==> config.mk <==
export PLATFORM = sky130hd
export DESIGN_NAME = mux_lanes_param_flat
export DESIGN_NICKNAME = d
export VERILOG_FILES = /design/src/rtl/mux_lanes_param_pkg.sv /design/src/rtl/mux_lanes_param_if.sv /design/src/rtl/mux_lanes_param_lane_fifo.sv /design/src/rtl/mux_lanes_param.sv /design/src/flat_wrapper.sv
export SDC_FILE = /design/constraint.sdc
export NUM_CORES = 1
export LEC_CHECK = 0
export CORE_MARGIN = 3
export CORE_UTILIZATION = 53
export CTS_CLUSTER_SIZE = 25
export DETAILED_ROUTE_END_ITERATION = 6
export PLACE_DENSITY = 0.76
export SLEW_MARGIN = 20
export SYNTH_ARGS = -nofsm -noshare
export SYNTH_HDL_FRONTEND = slang
export SYNTH_SLANG_ARGS = --single-unit
==> constraint.sdc <==
create_clock -name clk_4f -period 3.3 [get_ports clk_4f]
set_input_delay 0.66 -clock clk_4f [delete_from_list [all_inputs] [get_ports clk_4f]]
set_output_delay 0.66 -clock clk_4f [all_outputs]
set_load 0.005 [all_outputs]
==> src/rtl/mux_lanes_param_pkg.sv <==
// Shared definitions for the lane merger: output mode encodings and a
// constant log2 helper used to size pointers and lane indices.
package mux_lanes_param_pkg;

    typedef enum logic {
        MODE_TDM     = 1'b0,
        MODE_COMPACT = 1'b1
    } mode_e;

    function automatic int clog2(input int value);
        int r;
        r = 0;
        for (int i = 0; i < 31; i++) begin
            if ((1 << i) < value) r = i + 1;
        end
        return r;
    endfunction

endpackage

==> src/rtl/mux_lanes_param_if.sv <==
// Lane-source / serial-sink bundle: parallel frame in, one serial word out.
interface mux_lanes_param_if #(
    parameter int NUM_LANES = 4,
    parameter int DATA_W    = 8
);
    localparam int LANE_W = $clog2(NUM_LANES);

    logic                          mode;
    logic                          in_strobe;
    logic [NUM_LANES-1:0]          valid_in;
    logic [NUM_LANES*DATA_W-1:0]   data_in;
    logic                          in_ready;
    logic [DATA_W-1:0]             data_out;
    logic                          valid_out;
    logic [LANE_W-1:0]             lane_out;
    logic                          err_drop;

    modport master (
        output mode, in_strobe, valid_in, data_in,
        input  in_ready, data_out, valid_out, lane_out, err_drop
    );

    modport slave (
        input  mode, in_strobe, valid_in, data_in,
        output in_ready, data_out, valid_out, lane_out, err_drop
    );

endinterface

==> src/rtl/mux_lanes_param_lane_fifo.sv <==
// Per-lane word FIFO with occupancy count; dout shows the head word.
// Latency: a pushed word is poppable the cycle after the push.
// Backpressure: pushes while full and pops while empty are ignored.
module mux_lanes_param_lane_fifo
    import mux_lanes_param_pkg::*;
#(
    parameter int DATA_W = 8,
    parameter int DEPTH  = 4
) (
    input  logic                      clk,
    input  logic                      rst,
    input  logic                      push,
    input  logic [DATA_W-1:0]         din,
    input  logic                      pop,
    output logic [DATA_W-1:0]         dout,
    output logic                      empty,
    output logic                      full,
    output logic [clog2(DEPTH):0]     count
);
    localparam int PTR_W = clog2(DEPTH);
    localparam int CNT_W = PTR_W + 1;

    logic [DATA_W-1:0] mem [DEPTH];
    logic [PTR_W-1:0]  wr_ptr;
    logic [PTR_W-1:0]  rd_ptr;
    logic [CNT_W-1:0]  cnt;
    logic              do_push;
    logic              do_pop;

    assign do_push = push && !full;
    assign do_pop  = pop && !empty;
    assign empty   = (cnt == '0);
    assign full    = (cnt == CNT_W'(DEPTH));
    assign count   = cnt;
    assign dout    = mem[rd_ptr];

    // DEPTH is a power of two, so pointers wrap by natural overflow.
    always_ff @(posedge clk or posedge rst) begin
        if (rst) begin
            wr_ptr <= '0;
            rd_ptr <= '0;
            cnt    <= '0;
        end else begin
            if (do_push) wr_ptr <= wr_ptr + 1'b1;
            if (do_pop)  rd_ptr <= rd_ptr + 1'b1;
            case ({do_push, do_pop})
                2'b10:   cnt <= cnt + 1'b1;
                2'b01:   cnt <= cnt - 1'b1;
                default: cnt <= cnt;
            endcase
        end
    end

    always_ff @(posedge clk) begin
        if (do_push) mem[wr_ptr] <= din;
    end

endmodule

==> src/rtl/mux_lanes_param.sv <==
// Merges NUM_LANES buffered byte lanes into one serial stream (fixed TDM or compact round-robin).
// Latency: registered output, pop to data_out is 1 cycle; push to data_out is at least 2.
// Backpressure: in_ready low when any lane FIFO is full; frames offered then are dropped and flagged.
module mux_lanes_param
    import mux_lanes_param_pkg::*;
#(
    parameter int NUM_LANES = 4,
    parameter int DATA_W    = 8,
    parameter int DEPTH     = 4
) (
    input  logic             clk_4f,
    input  logic             reset,
    mux_lanes_param_if.slave bus
);
    localparam int LANE_W = clog2(NUM_LANES);
    localparam int CNT_W  = clog2(DEPTH) + 1;
    localparam logic [LANE_W-1:0] LAST_LANE = LANE_W'(NUM_LANES - 1);

    logic [DATA_W-1:0]    fifo_dout  [NUM_LANES];
    logic [CNT_W-1:0]     fifo_count [NUM_LANES];
    logic [NUM_LANES-1:0] fifo_empty;
    logic [NUM_LANES-1:0] fifo_full;
    logic [NUM_LANES-1:0] lane_ok;
    logic [NUM_LANES-1:0] push;
    logic [NUM_LANES-1:0] pop;

    logic [LANE_W-1:0]    slot;
    logic [LANE_W-1:0]    rr;
    mode_e                mode_q;
    logic                 in_ready;
    logic                 accept;
    logic                 sel_hit;
    logic [LANE_W-1:0]    sel_lane;
    logic [LANE_W-1:0]    cand;

    logic [DATA_W-1:0]    data_q;
    logic                 valid_q;
    logic [LANE_W-1:0]    lane_q;
    logic                 err_q;

    // Occupancy comes from registered counts, so a full lane popping this
    // cycle still holds off the source until the count actually drops.
    assign in_ready = &lane_ok;
    assign accept   = bus.in_strobe && in_ready;

    for (genvar i = 0; i < NUM_LANES; i++) begin : g_lane
        assign lane_ok[i] = (fifo_count[i] < CNT_W'(DEPTH));
        assign push[i]    = accept && bus.valid_in[i] && !fifo_full[i];
        assign pop[i]     = sel_hit && (sel_lane == LANE_W'(i));

        mux_lanes_param_lane_fifo #(
            .DATA_W (DATA_W),
            .DEPTH  (DEPTH)
        ) u_fifo (
            .clk   (clk_4f),
            .rst   (reset),
            .push  (push[i]),
            .din   (bus.data_in[i*DATA_W +: DATA_W]),
            .pop   (pop[i]),
            .dout  (fifo_dout[i]),
            .empty (fifo_empty[i]),
            .full  (fifo_full[i]),
            .count (fifo_count[i])
        );
    end

    // Compact search walks from the farthest candidate back to rr so the
    // nearest non-empty lane overwrites earlier hits.
    always_comb begin
        sel_lane = slot;
        sel_hit  = 1'b0;
        cand     = '0;
        if (mode_q == MODE_TDM) begin
            sel_hit = !fifo_empty[slot];
        end else begin
            for (int i = NUM_LANES - 1; i >= 0; i--) begin
                cand = LANE_W'((int'(rr) + i) % NUM_LANES);
                if (!fifo_empty[cand]) begin
                    sel_hit  = 1'b1;
                    sel_lane = cand;
                end
            end
        end
    end

    always_ff @(posedge clk_4f or posedge reset) begin
        if (reset) begin
            slot    <= '0;
            rr      <= '0;
            mode_q  <= MODE_TDM;
            data_q  <= '0;
            valid_q <= 1'b0;
            lane_q  <= '0;
            err_q   <= 1'b0;
        end else begin
            slot <= (slot == LAST_LANE) ? '0 : slot + 1'b1;
            if (slot == LAST_LANE) mode_q <= mode_e'(bus.mode);

            if (sel_hit) begin
                valid_q <= 1'b1;
                data_q  <= fifo_dout[sel_lane];
                lane_q  <= sel_lane;
            end else begin
                valid_q <= 1'b0;
                data_q  <= '0;
                if (mode_q == MODE_TDM) lane_q <= slot;
            end

            if (mode_q == MODE_COMPACT && sel_hit)
                rr <= (sel_lane == LAST_LANE) ? '0 : sel_lane + 1'b1;

            if (bus.in_strobe && !in_ready) err_q <= 1'b1;
        end
    end

    assign bus.in_ready  = in_ready;
    assign bus.data_out  = data_q;
    assign bus.valid_out = valid_q;
    assign bus.lane_out  = lane_q;
    assign bus.err_drop  = err_q;

endmodule

==> src/flat_wrapper.sv <==
// flat-port wrapper written by rule: the top's interface ports become plain ports
module mux_lanes_param_flat import mux_lanes_param_pkg::*;
#(
    parameter int NUM_LANES = 4,
    parameter int DATA_W    = 8,
    parameter int DEPTH     = 4
)
  (clk_4f, reset, bus_mode, bus_in_strobe, bus_valid_in, bus_data_in, bus_in_ready, bus_data_out, bus_valid_out, bus_lane_out, bus_err_drop);
  mux_lanes_param_if #(.NUM_LANES(NUM_LANES), .DATA_W(DATA_W)) bus_i ();
  input  logic clk_4f;
  input  logic reset;
  input wire logic [$bits(bus_i.mode)-1:0] bus_mode;
  input wire logic [$bits(bus_i.in_strobe)-1:0] bus_in_strobe;
  input wire logic [$bits(bus_i.valid_in)-1:0] bus_valid_in;
  input wire logic [$bits(bus_i.data_in)-1:0] bus_data_in;
  output wire logic [$bits(bus_i.in_ready)-1:0] bus_in_ready;
  output wire logic [$bits(bus_i.data_out)-1:0] bus_data_out;
  output wire logic [$bits(bus_i.valid_out)-1:0] bus_valid_out;
  output wire logic [$bits(bus_i.lane_out)-1:0] bus_lane_out;
  output wire logic [$bits(bus_i.err_drop)-1:0] bus_err_drop;
  assign bus_i.mode = bus_mode;
  assign bus_i.in_strobe = bus_in_strobe;
  assign bus_i.valid_in = bus_valid_in;
  assign bus_i.data_in = bus_data_in;
  assign bus_in_ready = bus_i.in_ready;
  assign bus_data_out = bus_i.data_out;
  assign bus_valid_out = bus_i.valid_out;
  assign bus_lane_out = bus_i.lane_out;
  assign bus_err_drop = bus_i.err_drop;
  mux_lanes_param #(.NUM_LANES(NUM_LANES), .DATA_W(DATA_W), .DEPTH(DEPTH)) u_core (.clk_4f(clk_4f), .reset(reset), .bus(bus_i));
endmodule
==> Word level (Yosys, flattened, before mapping) <==
Memory sizes are Yosys's and may differ from the RTL's.
Cells that the tools add are included.
{ "totals": {"ramBits": 128, "input_bits": 40, "regBits": 45, "mem_count": 4, "wordCells": 156, "out_inout_bits": 13} }
{ "classes": {"reduce_logical": 43, "n_eq_ne": 17, "bitwise_logic": 1, "muxes": 41, "add_sub_neg": 21, "magnitude_cmp": 10} }
{ "memory_table": {"columns": ["memory", "words", "word_bits", "read_ports", "rd_clocked_by_memory_dff", "write_ports", "line", "rtl"], "rows": [
  ["u_core.g_lane[0].u_fifo.mem", 4, 8, 1, 0, 1, "mux_lanes_param_lane_fifo.sv:23", "logic [DATA_W-1:0] mem [DEPTH];"],
  ["u_core.g_lane[1].u_fifo.mem", 4, 8, 1, 0, 1, "mux_lanes_param_lane_fifo.sv:23", null],
  ["u_core.g_lane[2].u_fifo.mem", 4, 8, 1, 0, 1, "mux_lanes_param_lane_fifo.sv:23", null],
  ["u_core.g_lane[3].u_fifo.mem", 4, 8, 1, 0, 1, "mux_lanes_param_lane_fifo.sv:23", null]
]} }
{ "ops": {"columns": ["cell", "count"], "rows": [
  ["2-to-1 mux 8 bit", 3],
  ["case mux 3 bit (2 select lines)", 4],
  ["logical AND 1 bit", 23],
  ["adder 2 x 1 -> 2 bit, second input constant", 11],
  ["2-to-1 mux 1 bit", 19],
  ["2-to-1 mux 2 bit", 9],
  ["binary-select mux 8 bit (select 2 bit)", 1],
  ["less-than comparator 2 x 3 -> 1 bit, second input constant", 5],
  ["== test 2 bit, second input constant", 7],
  ["adder 3 x 1 -> 3 bit, second input constant", 4],
  ["== test 3 bit, second input constant", 4],
  ["logical NOT 3 bit", 4],
  ["less-than comparator 3 bit, second input constant", 4],
  ["subtractor 3 x 1 -> 3 bit, second input constant", 4],
  ["binary-select mux 1 bit (select 2 bit)", 5],
  ["== test 2 x 1 -> 1 bit, second input constant", 5],
  ["logical NOT 1 bit", 10],
  ["nonzero test 2 bit", 4],
  ["adder 2 bit, second input constant", 2],
  ["AND reduction 4 bit", 1],
  [">= comparator 3 bit, second input constant", 1],
  ["inverter 2 -> 3 bit", 1],
  ["logical NOT 2 bit", 1],
  ["!= test 2 bit, second input constant", 1]
]} }

==> Depth between registers and ports, before layout <==
Gate-level depths: netlist (run 1).
{ "logic_depth": {"depth_word": 13, "ltp_mapped": 14, "mapped_depth_nobuf": 12} }

==> Cells and area by module <==
A second synthesis (run 1) with hierarchy kept.
{ "hier_totals": {"hier_cells": 521, "hier_area_um2": 8025.2} }
{ "by_module_without_submodules": {"columns": ["module", "cells_per_inst", "area_per_inst_um2", "instances", "seq_area_each_um2"], "rows": [
  ["mux_lanes_param_lane_fifo", 80, 1596.5, 4, 1136.1],
  ["mux_lanes_param", 201, 1639.1, 1, 425.4]
]} }

==> Worst setup path before layout (run 1) <==
OpenSTA, ideal clock, no wires.
{ "synth_timing": {"path_type": "register to register", "from": "reg u_core.g_lane[2].u_fifo.cnt[2]", "to": "reg u_core.g_lane[3].u_fifo.cnt[2]", "required_ns": 3.221, "setup_time_ns": 0.079, "arrival_time_ns": 3.111, "setup_slack_ns": 0.109, "path_buffers": 1, "path_stages_with_launch": 14, "synth_period_minus_slack_ns": 3.191, "path_cell_list": "dfrtp_1 or3_1 o2bb2ai_1 o311a_1 nor3_2 buf_4 ha_1 and3_2 ha_1 inv_1 fa_1 xor2_1 nor2_1 xor2_1"} }
{ "synth_via": {"elab_chain_cells": 13, "elab_cells_between_ends": 35, "cone_classes": "order compare (1); eq/ne (3); mux (21); reduce/logical (10)"} }
{ "synth_rtl": {"columns": ["element", "line", "rtl"], "rows": [
  ["from (decl)", "mux_lanes_param_lane_fifo.sv:26", "logic [CNT_W-1:0] cnt;"],
  ["from (signal assigned)", "mux_lanes_param_lane_fifo.sv:47", "2'b10: cnt <= cnt + 1'b1;"],
  ["from (signal assigned)", "mux_lanes_param_lane_fifo.sv:48", "2'b01: cnt <= cnt - 1'b1;"],
  ["from (signal assigned)", "mux_lanes_param_lane_fifo.sv:49", "default: cnt <= cnt;"],
  ["logical NOT 3 bit *", "mux_lanes_param_lane_fifo.sv:32", "assign empty = (cnt == '0);"],
  ["binary-select mux 1 bit (select 2 bit)", "mux_lanes_param.sv:78", "if (!fifo_empty[cand]) begin"],
  ["2-to-1 mux 1 bit (implied by the code)", "mux_lanes_param.sv:78", null],
  ["2-to-1 mux 2 bit (4 in series)", "mux_lanes_param.sv:78", null],
  ["2-to-1 mux 2 bit", "mux_lanes_param.sv:73", "if (mode_q == MODE_TDM) begin"],
  ["== test 2 bit", "mux_lanes_param.sv:49", "assign pop[i] = sel_hit && (sel_lane == LANE_W'(i));"],
  ["logical AND 1 bit *", "mux_lanes_param.sv:49", null],
  ["logical AND 1 bit *", "mux_lanes_param_lane_fifo.sv:31", "assign do_pop = pop && !empty;"],
  ["named net u_core.g_lane[3].u_fifo.do_pop", "mux_lanes_param_lane_fifo.sv:28", "logic do_pop;"],
  ["== test 2 x 1 -> 1 bit or == test 2 bit (tied branches)", "mux_lanes_param_lane_fifo.sv:46", "case ({do_push, do_pop})"],
  ["case mux 3 bit (2 select lines) or nonzero test 2 bit (tied branches)", null, null],
  ["to (signal assigned)", "mux_lanes_param_lane_fifo.sv:47", null],
  ["to (signal assigned)", "mux_lanes_param_lane_fifo.sv:48", null],
  ["to (signal assigned)", "mux_lanes_param_lane_fifo.sv:49", null],
  ["to (decl)", "mux_lanes_param_lane_fifo.sv:26", null]
]} }
Mark *: on every way through the listed nets, which the timed path passes. The rest lies on a longest branch. The select of a mux whose other input is x is not followed.
A chain may end at the register's enable or synchronous reset.

==> Worst setup path after layout (run 1) <==
Ends and elaborated chain as after synthesis.

==> results of run 1 <==
[synth_stat cells, types with 2 or more instances]
cell type and n:
o22ai_1 10, buf_4 2, clkbuf_1 5, edfxtp_1 128, xor2_1 15, nor2_1 8
mux4_2 33, ha_1 22, nor4_1 3, nand2b_1 3, or3_1 2, buf_1 8
o21ai_0 9, mux2_2 3, nand3_1 5, and3_1 4, and2_1 18, xnor2_1 9
inv_1 27, mux2i_1 18, nor3_2 4, nor3_4 2, nor3_1 2, dfrtp_1 45
nand2_1 10, fa_1 4
[final cells by class]
type | count | area [um2]
Sequential cell | 173 | 4970
Inverter | 27 | 101
Multi-Input combinational cell | 204 | 2210
Timing Repair Buffer | 59 | 573
Tap cell | 176 | 220
Clock inverter | 13 | 149
Fill cell | 920 | 4750
Clock buffer | 17 | 425
[cells by family (layout without fill, tap and decap cells)]
family / Yosys count / count (layout)
multiplexers: 55 / 55
AO/OA/AOI/OAI: 28 / 28
adder cells (fa/ha/maj): 26 / 26
XOR/XNOR: 24 / 24
flip-flops: 173 / 173
AND/OR/NAND/NOR: 71 / 71
buffers and inverters: 44 / 116
[sequential cells by signal (all words and copies together) (netlist names)]
name                         flops
u_core.g_lane.u_fifo.rd_ptr      8
u_core.g_lane.u_fifo.mem       128
u_core.slot                      2
u_core.bus.err_drop              1
u_core.rr                        2
u_core.g_lane.u_fifo.count      12
u_core.g_lane.u_fifo.wr_ptr      8
u_core.bus.valid_out             1
u_core.bus.data_out              8
u_core.mode_q                    1
u_core.bus.lane_out              2
[report_power, final]
group / leakage (nW) / internal, mW / total, mW / switching, mW
clock network: 0.286 / 1.17 / 1.96 / 0.790
logic: 1.24 / 1.13 / 2.14 / 1.01
registers: 1.68 / 2.63 / 3.11 / 0.472
[routing by layer]
layer	up-vias	track usage, %	part of all wire, %
li1	1710	-	-
met1	1916	25.7	44
met2	102	29.9	49
met3	29	5.72	4.8
met4	0	7.75	2.3
met5	-	0	0
[what timing repair did]
action,CTS,global route
buffers inserted,0,4
resized for setup,0,3
setup endpoints to repair,0,4
[stage by stage]
step,utilization (%),TNS [ns],instances,hold WS (ns),total power [mW]
final,64.6,0,669,0.473,7.21
after global routing,64.6,-0.106,669,0.482,7.60
after CTS,64.2,0,665,0.476,7.22
after detailed placement,60.0,0,635,0.463,5.23
after global placement,60.0,0,635,0.458,5.12
after floorplan,-,0,421,0.468,4.52
[worst max-delay path, cell delays in order, from the launching register on]
cell and delay [ns]:
dfrtp_2 0.44, or3_1 0.43, o2bb2ai_1 0.15, o311a_1 0.36, nor3_4 0.19, ha_1 0.19, and3_2 0.21, ha_1 0.19
inv_1 0.07, fa_1 0.43, xor2_1 0.15, nor2_1 0.11, xor2_1 0.17
[worst paths after layout]
kind / startpoint / endpoint
max: u_core.g_lane[2].u_fifo.count[2]$_DFFE_PP0P_ / u_core.g_lane[3].u_fifo.count[2]$_DFFE_PP0P_
min: u_core.bus.err_drop$_DFFE_PP0P_ / u_core.bus.err_drop$_DFFE_PP0P_
max reg2reg: u_core.g_lane[2].u_fifo.count[2]$_DFFE_PP0P_ / u_core.g_lane[3].u_fifo.count[2]$_DFFE_PP0P_
min reg2reg: u_core.bus.err_drop$_DFFE_PP0P_ / u_core.bus.err_drop$_DFFE_PP0P_
max in group asynchronous: reset / u_core.g_lane[2].u_fifo.count[2]$_DFFE_PP0P_
min in group asynchronous: reset / u_core.g_lane[2].u_fifo.count[0]$_DFFE_PP0P_
==> out/qor.yml, run 1 <==
route.detailed.drc: 0
synth_compound_area_share_pct: 2.59
gp_congestion: 0.879
synthCells: 421
area_growth_pct: 17.8
ir_worst_vdd_v: 0.000547
diodes: 0
yosys.area_share.simple_pct: 6.25
seq_area_frac_synth_pct: 67.7
worst_slack_ns: 0.113
ios: 53
dp_slack_ns: 0.102
min_path_cells: 1
synth_edf_count: 128
overflow: 0
hold_class: "flip-flop to flip-flop"
criticalPathCategory: "flip-flop to flip-flop"
antenna_found_initial: 0
cp.arrival_ns: 3.53
cts.clk_slew.worst_paths_ns: 0.06
tightest_slew_ns: 0.933
start_util_pct: 54.8
synth_area_leader_cell: "edfxtp_1"
grt_max_degree: 46
syn-num-nets: 487
synth-xor-area-share_pct: 2.86
dpl_cell_area_um2: 8040
synth_seq_cells: 173
critPathMaxFanout: 6
fin_crit_sh_pct: 96.6
cellLeakagePower_nw: 3.20
first_iter_violations: 330
rsz0062_at_grt: "yes"
num_rows: 42
p_per_area_nw_per_um2: 833
cts_max_level: 4
die_h_um: 124
final_common_cell: "edfxtp_1"
synth_top_area_share_pct: 52.3
drv_slew: 0
die-area_um2: 15300
grt_pass1_wl_um: 21100
cts-root-buf: "clkbuf_16"
dpl.hpwl_um: 9290
muxShareOfSynthArea_pct: 13.3
dr.pass1.iters: 5
clock-sinks: 173
drv_cap: 0
die_w_um: 124
synthArstFlopShare_pct: 26.0
nNetsFinal: 548
ff2ff_path_depth: 12
final_antenna_net_count: 0
final_design_area_no_fill_um2: 8650
via_per_inst: 5.62
synthAdderAreaFrac_pct: 4.84
synth_cell_types: 48
synth_top_family_by_area: "multiplexers"
cts_buffers: 17
setup_viol_count_final: 0
r2r_slack_ns: 0.11
drive_gt1_share_pct: 18.3
grt_usage_pct: 19.3
status: "finished, final reports clean"
yosys-top-cells-area: "edfxtp_1 52%, dfrtp_1 15%, mux4_2 10%, ha_1 3.7%, mux2i_1 2.5%"
layout_common_cells: "128 x edfxtp_1, 52 x clkdlybuf4s50_1, 44 x dfrtp_1"
end_kind: "flip-flop"
netlist_area_um2: 7350
cts_tree: "done"
portBuffers: 52
core_um2: 13400
wl_per_cell_um: 20.4
clk_latency_ns: 0.43
slew_headroom_pct: 37.7
critPathRequiredTime_ns: 3.64
fin_skew_ns: 0.00836
syn_avg_cell_area_um2: 17.4
period_needed_ns: 3.19
start_kind: "flip-flop"
grt_pass1_vias: 3923
wl_um: 13600
ys.warnings.count: 0
ctsHoldBuffers: 0
synth_ff_type: "edfxtp_1"
clk_path_buf_depth: 2
vias: 3757
hold_viol: 0
max_freq_mhz: 314
Power figures use the tool's default switching activity.
==> run 2: changes to the inputs <==
CELL_PAD_IN_SITES_DETAIL_PLACEMENT = 1   (was default)
CELL_PAD_IN_SITES_GLOBAL_PLACEMENT = 1   (was default)
CORE_UTILIZATION = 45   (was 53)
HOLD_SLACK_MARGIN = 0.12   (was default)
PLACE_DENSITY = default   (was 0.76)
PLACE_DENSITY_LB_ADDON = 0.1   (was default)
==> run 2 against run 1 <==
Global-route usage shrank 1.6 points. Power barely moved. Via count about the same. Clock power about the same. Largest cell class unchanged. Routed wire length increased by 8.4%. Critical endpoint unchanged. Largest power group unchanged. Sequential power hardly changed. Design area up 0.74%.
==> out/qor.yml, run 2 (synthesized netlist as in run 1, its figures left out) <==
status: "finished, final reports clean"
final_antenna_net_count: 0  # unchanged
clk_path_buf_depth: 2  # unchanged
cts_buffers: 17  # unchanged
drv_cap: 0  # unchanged
period_needed_ns: 3.16  # -0.0254 ns
met2_usage_pct: 29.2  # -0.77 points
clk_latency_ns: 0.43  # about the same
ir_worst_vdd_v: 0.000436  # -20%
antenna_found_initial: 0  # unchanged
pwr-share-seq_pct: 43.2  # about the same
clock-sinks: 173  # unchanged
core_um2: 15900  # +19%
drv_slew: 0  # unchanged
worst_slack_ns: 0.139  # +0.0254 ns
grt_pass1_vias: 4057  # +3.4%
met3_usage_pct: 3.81  # -1.9 points
cts.clk_slew.worst_paths_ns: 0.07  # about the same
slowest_stage: "dfrtp_2"
layout_common_cells: "128 x edfxtp_1, 52 x clkdlybuf4s50_1, 39 x dfrtp_1"
start_util_pct: 46.1  # -8.7 points
route.detailed.drc: 0  # unchanged
p_sw_share_pct: 32.1  # +0.54 points
die-area_um2: 17900  # +17%
final_common_cell: "edfxtp_1"
via_per_inst: 5.29  # -5.8%
end_kind: "flip-flop"
fin_crit_sh_pct: 95.8  # -0.77 points
rsz0062_at_grt: "yes"
p_comb_share_pct: 29.7  # about the same
grt_pass1_wl_um: 23500  # +11%
grt_busiest_layer: "met2"
max_freq_mhz: 316  # +0.80%
path_cells: "or3_1 -> o2bb2ai_1 -> o311a_1 -> nor3_4 -> ha_1 -> and3_2 -> ha_1 -> inv_1 -> fa_1 -> xor2_1 -> nor2_1 -> xor2_1"
die_h_um: 134  # +8.1%
grt_max_degree: 46  # unchanged
setup_viol_count_final: 0  # unchanged
hold_viol: 0  # unchanged
slew_headroom_pct: 43.7  # +6.0 points
dpl_cell_area_um2: 8090  # +0.62%
dr.pass1.iters: 4  # -1
start_kind: "flip-flop"
fin_skew_ns: 0.0187  # +0.0104 ns
max_stage_delay_ns: 0.45  # about the same
cts_tree: "done"
cellLeakagePower_nw: 3.18  # -0.62%
ios: 53  # unchanged
overflow: 0  # unchanged
die_w_um: 134  # +8.1%
num_rows: 46  # +9.5%
power.share.clock_pct: 27.1  # about the same
cts_max_level: 4  # unchanged
wl_per_cell_um: 20.8  # +2.0%
grt_usage_pct: 17.6  # -1.6 points
p_int_mw: 4.90  # -0.74%
holdWs_ns: 0.480  # +0.00767 ns
cts-root-buf: "clkbuf_16"
dpl.hpwl_um: 10100  # +9.2%
nNetsFinal: 548  # unchanged
tightest_slew_ns: 0.845  # -0.0888 ns
r2r_slack_ns: 0.14  # +0.03 ns
cp.arrival_ns: 3.51  # -0.02 ns
criticalPathCategory: "flip-flop to flip-flop"
ctsHoldBuffers: 0  # unchanged
first_iter_violations: 265  # -20%
p_per_area_nw_per_um2: 827  # -0.69%
critPathRequiredTime_ns: 3.65  # about the same
wl_um: 14800  # +8.4%
gp_congestion: 0.785  # -11%
portBuffers: 52  # unchanged
drive_gt1_share_pct: 19.2  # +0.94 points
vias: 3760  # +0.080%
nFillCells: 1471  # +60%
critPathMaxFanout: 6  # unchanged
hold_class: "flip-flop to flip-flop"
area_growth_pct: 18.7
regMostFlops: "u_core.g_lane.u_fifo.mem"
grtUsageMet1_pct: 23.7  # -2.0 points
largest_reg_flops: 128  # unchanged
dp_slack_ns: 0.00355  # -0.0981 ns
switchingPower_mw: 2.31  # +1.7%
final_design_area_no_fill_um2: 8720  # +0.74%
diodes: 0  # unchanged
## run 2: cell count changes in the layout (fill, tap and decap cells not counted), sizes merged
| cell | previous run | this run |
|---|---|---|
| clkbuf | 17 | 19 |
| clkinv | 8 | 6 |
| clkinvlp | 1 | 3 |
| bufinv | 3 | 2 |
| inv | 28 | 29 |
## run 2: what timing repair did
action,in CTS,in global routing
setup buffers,2,2
endpoints found under the setup margin,1,4
gates resized for setup,0,10
pin swaps,2,2
## run 2: worst max-delay path: cells and delay by family (launching register included)
family | cells | cell delay [ns]
AND/OR/NAND/NOR | 4 | 0.98
adder cells (fa/ha/maj) | 3 | 0.80
XOR/XNOR | 2 | 0.31
AO/OA/AOI/OAI | 2 | 0.51
flip-flops | 1 | 0.45
buffers and inverters | 1 | 0.07
## run 2: worst paths after layout
path | end | depth (start not counted) | from
min in group asynchronous | u_core.g_lane[0].u_fifo.wr_ptr[0]$_DFFE_PP0P_ | 2 | reset
worst min-delay path | u_core.bus.err_drop$_DFFE_PP0P_ | 1 | u_core.bus.err_drop$_DFFE_PP0P_
worst max-delay path | u_core.g_lane[3].u_fifo.count[2]$_DFFE_PP0P_ | 12 | u_core.g_lane[2].u_fifo.count[2]$_DFFE_PP0P_
worst min register to register | u_core.bus.err_drop$_DFFE_PP0P_ | 1 | u_core.bus.err_drop$_DFFE_PP0P_
max in group asynchronous | u_core.g_lane[2].u_fifo.count[2]$_DFFE_PP0P_ | 2 | reset
worst max register to register | u_core.g_lane[3].u_fifo.count[2]$_DFFE_PP0P_ | 12 | u_core.g_lane[2].u_fifo.count[2]$_DFFE_PP0P_
## run 2: layout make-up
| cell class | instances | area (um2) | area share (%) |
|---|---|---|---|
| flip-flops and latches | 173 | 4980 | 57.1 |
| clock buffers | 19 | 433 | 4.97 |
| well taps | 216 | 270 | 3.10 |
| clock inverters | 13 | 139 | 1.59 |
| inverters | 27 | 103 | 1.18 |
| repair buffers | 59 | 573 | 6.57 |
| multi-input cells | 204 | 2220 | 25.5 |
## run 2: routing by layer
metal / part of all wire, % / wire length, um / vias up
met1: 45 / 6680 / 1966
met4: 1.1 / 162 / 0
met2: 50 / 7430 / 61
met3: 3.3 / 486 / 15
li1: - / - / 1718
met5: 0 / 0 / -
## run 2: power by group through the flow
stage / registers, mW / logic (mW) / clock network [mW]
after global routing: 3.19 / 2.36 / 2.09
after floorplan: 2.85 / 1.67 / 0
after detailed placement: 3.16 / 2.10 / 0
final: 3.11 / 2.14 / 1.96
after global placement: 3.16 / 2.03 / 0
after CTS: 3.12 / 2.14 / 1.99
## run 2: stage by stage
step | TNS, ns | power [mW] | instances | util, %
3_5_place_dp | 0 | 5.26 | 675 | 50.7
4_1_cts | 0 | 7.26 | 709 | 54.4
3_3_place_gp | 0 | 5.18 | 675 | 50.7
5_1_grt | -0.0606 | 7.64 | 711 | 54.7
2_1_floorplan | 0 | 4.52 | 421 | -
6_report | 0 | 7.21 | 711 | 54.7
==> run 3: changes to the inputs <==
CTS_CLUSTER_SIZE = default   (was 25)
==> results of run 3 <==
The final DEF is identical to that of run 2; final timing and power are the same.
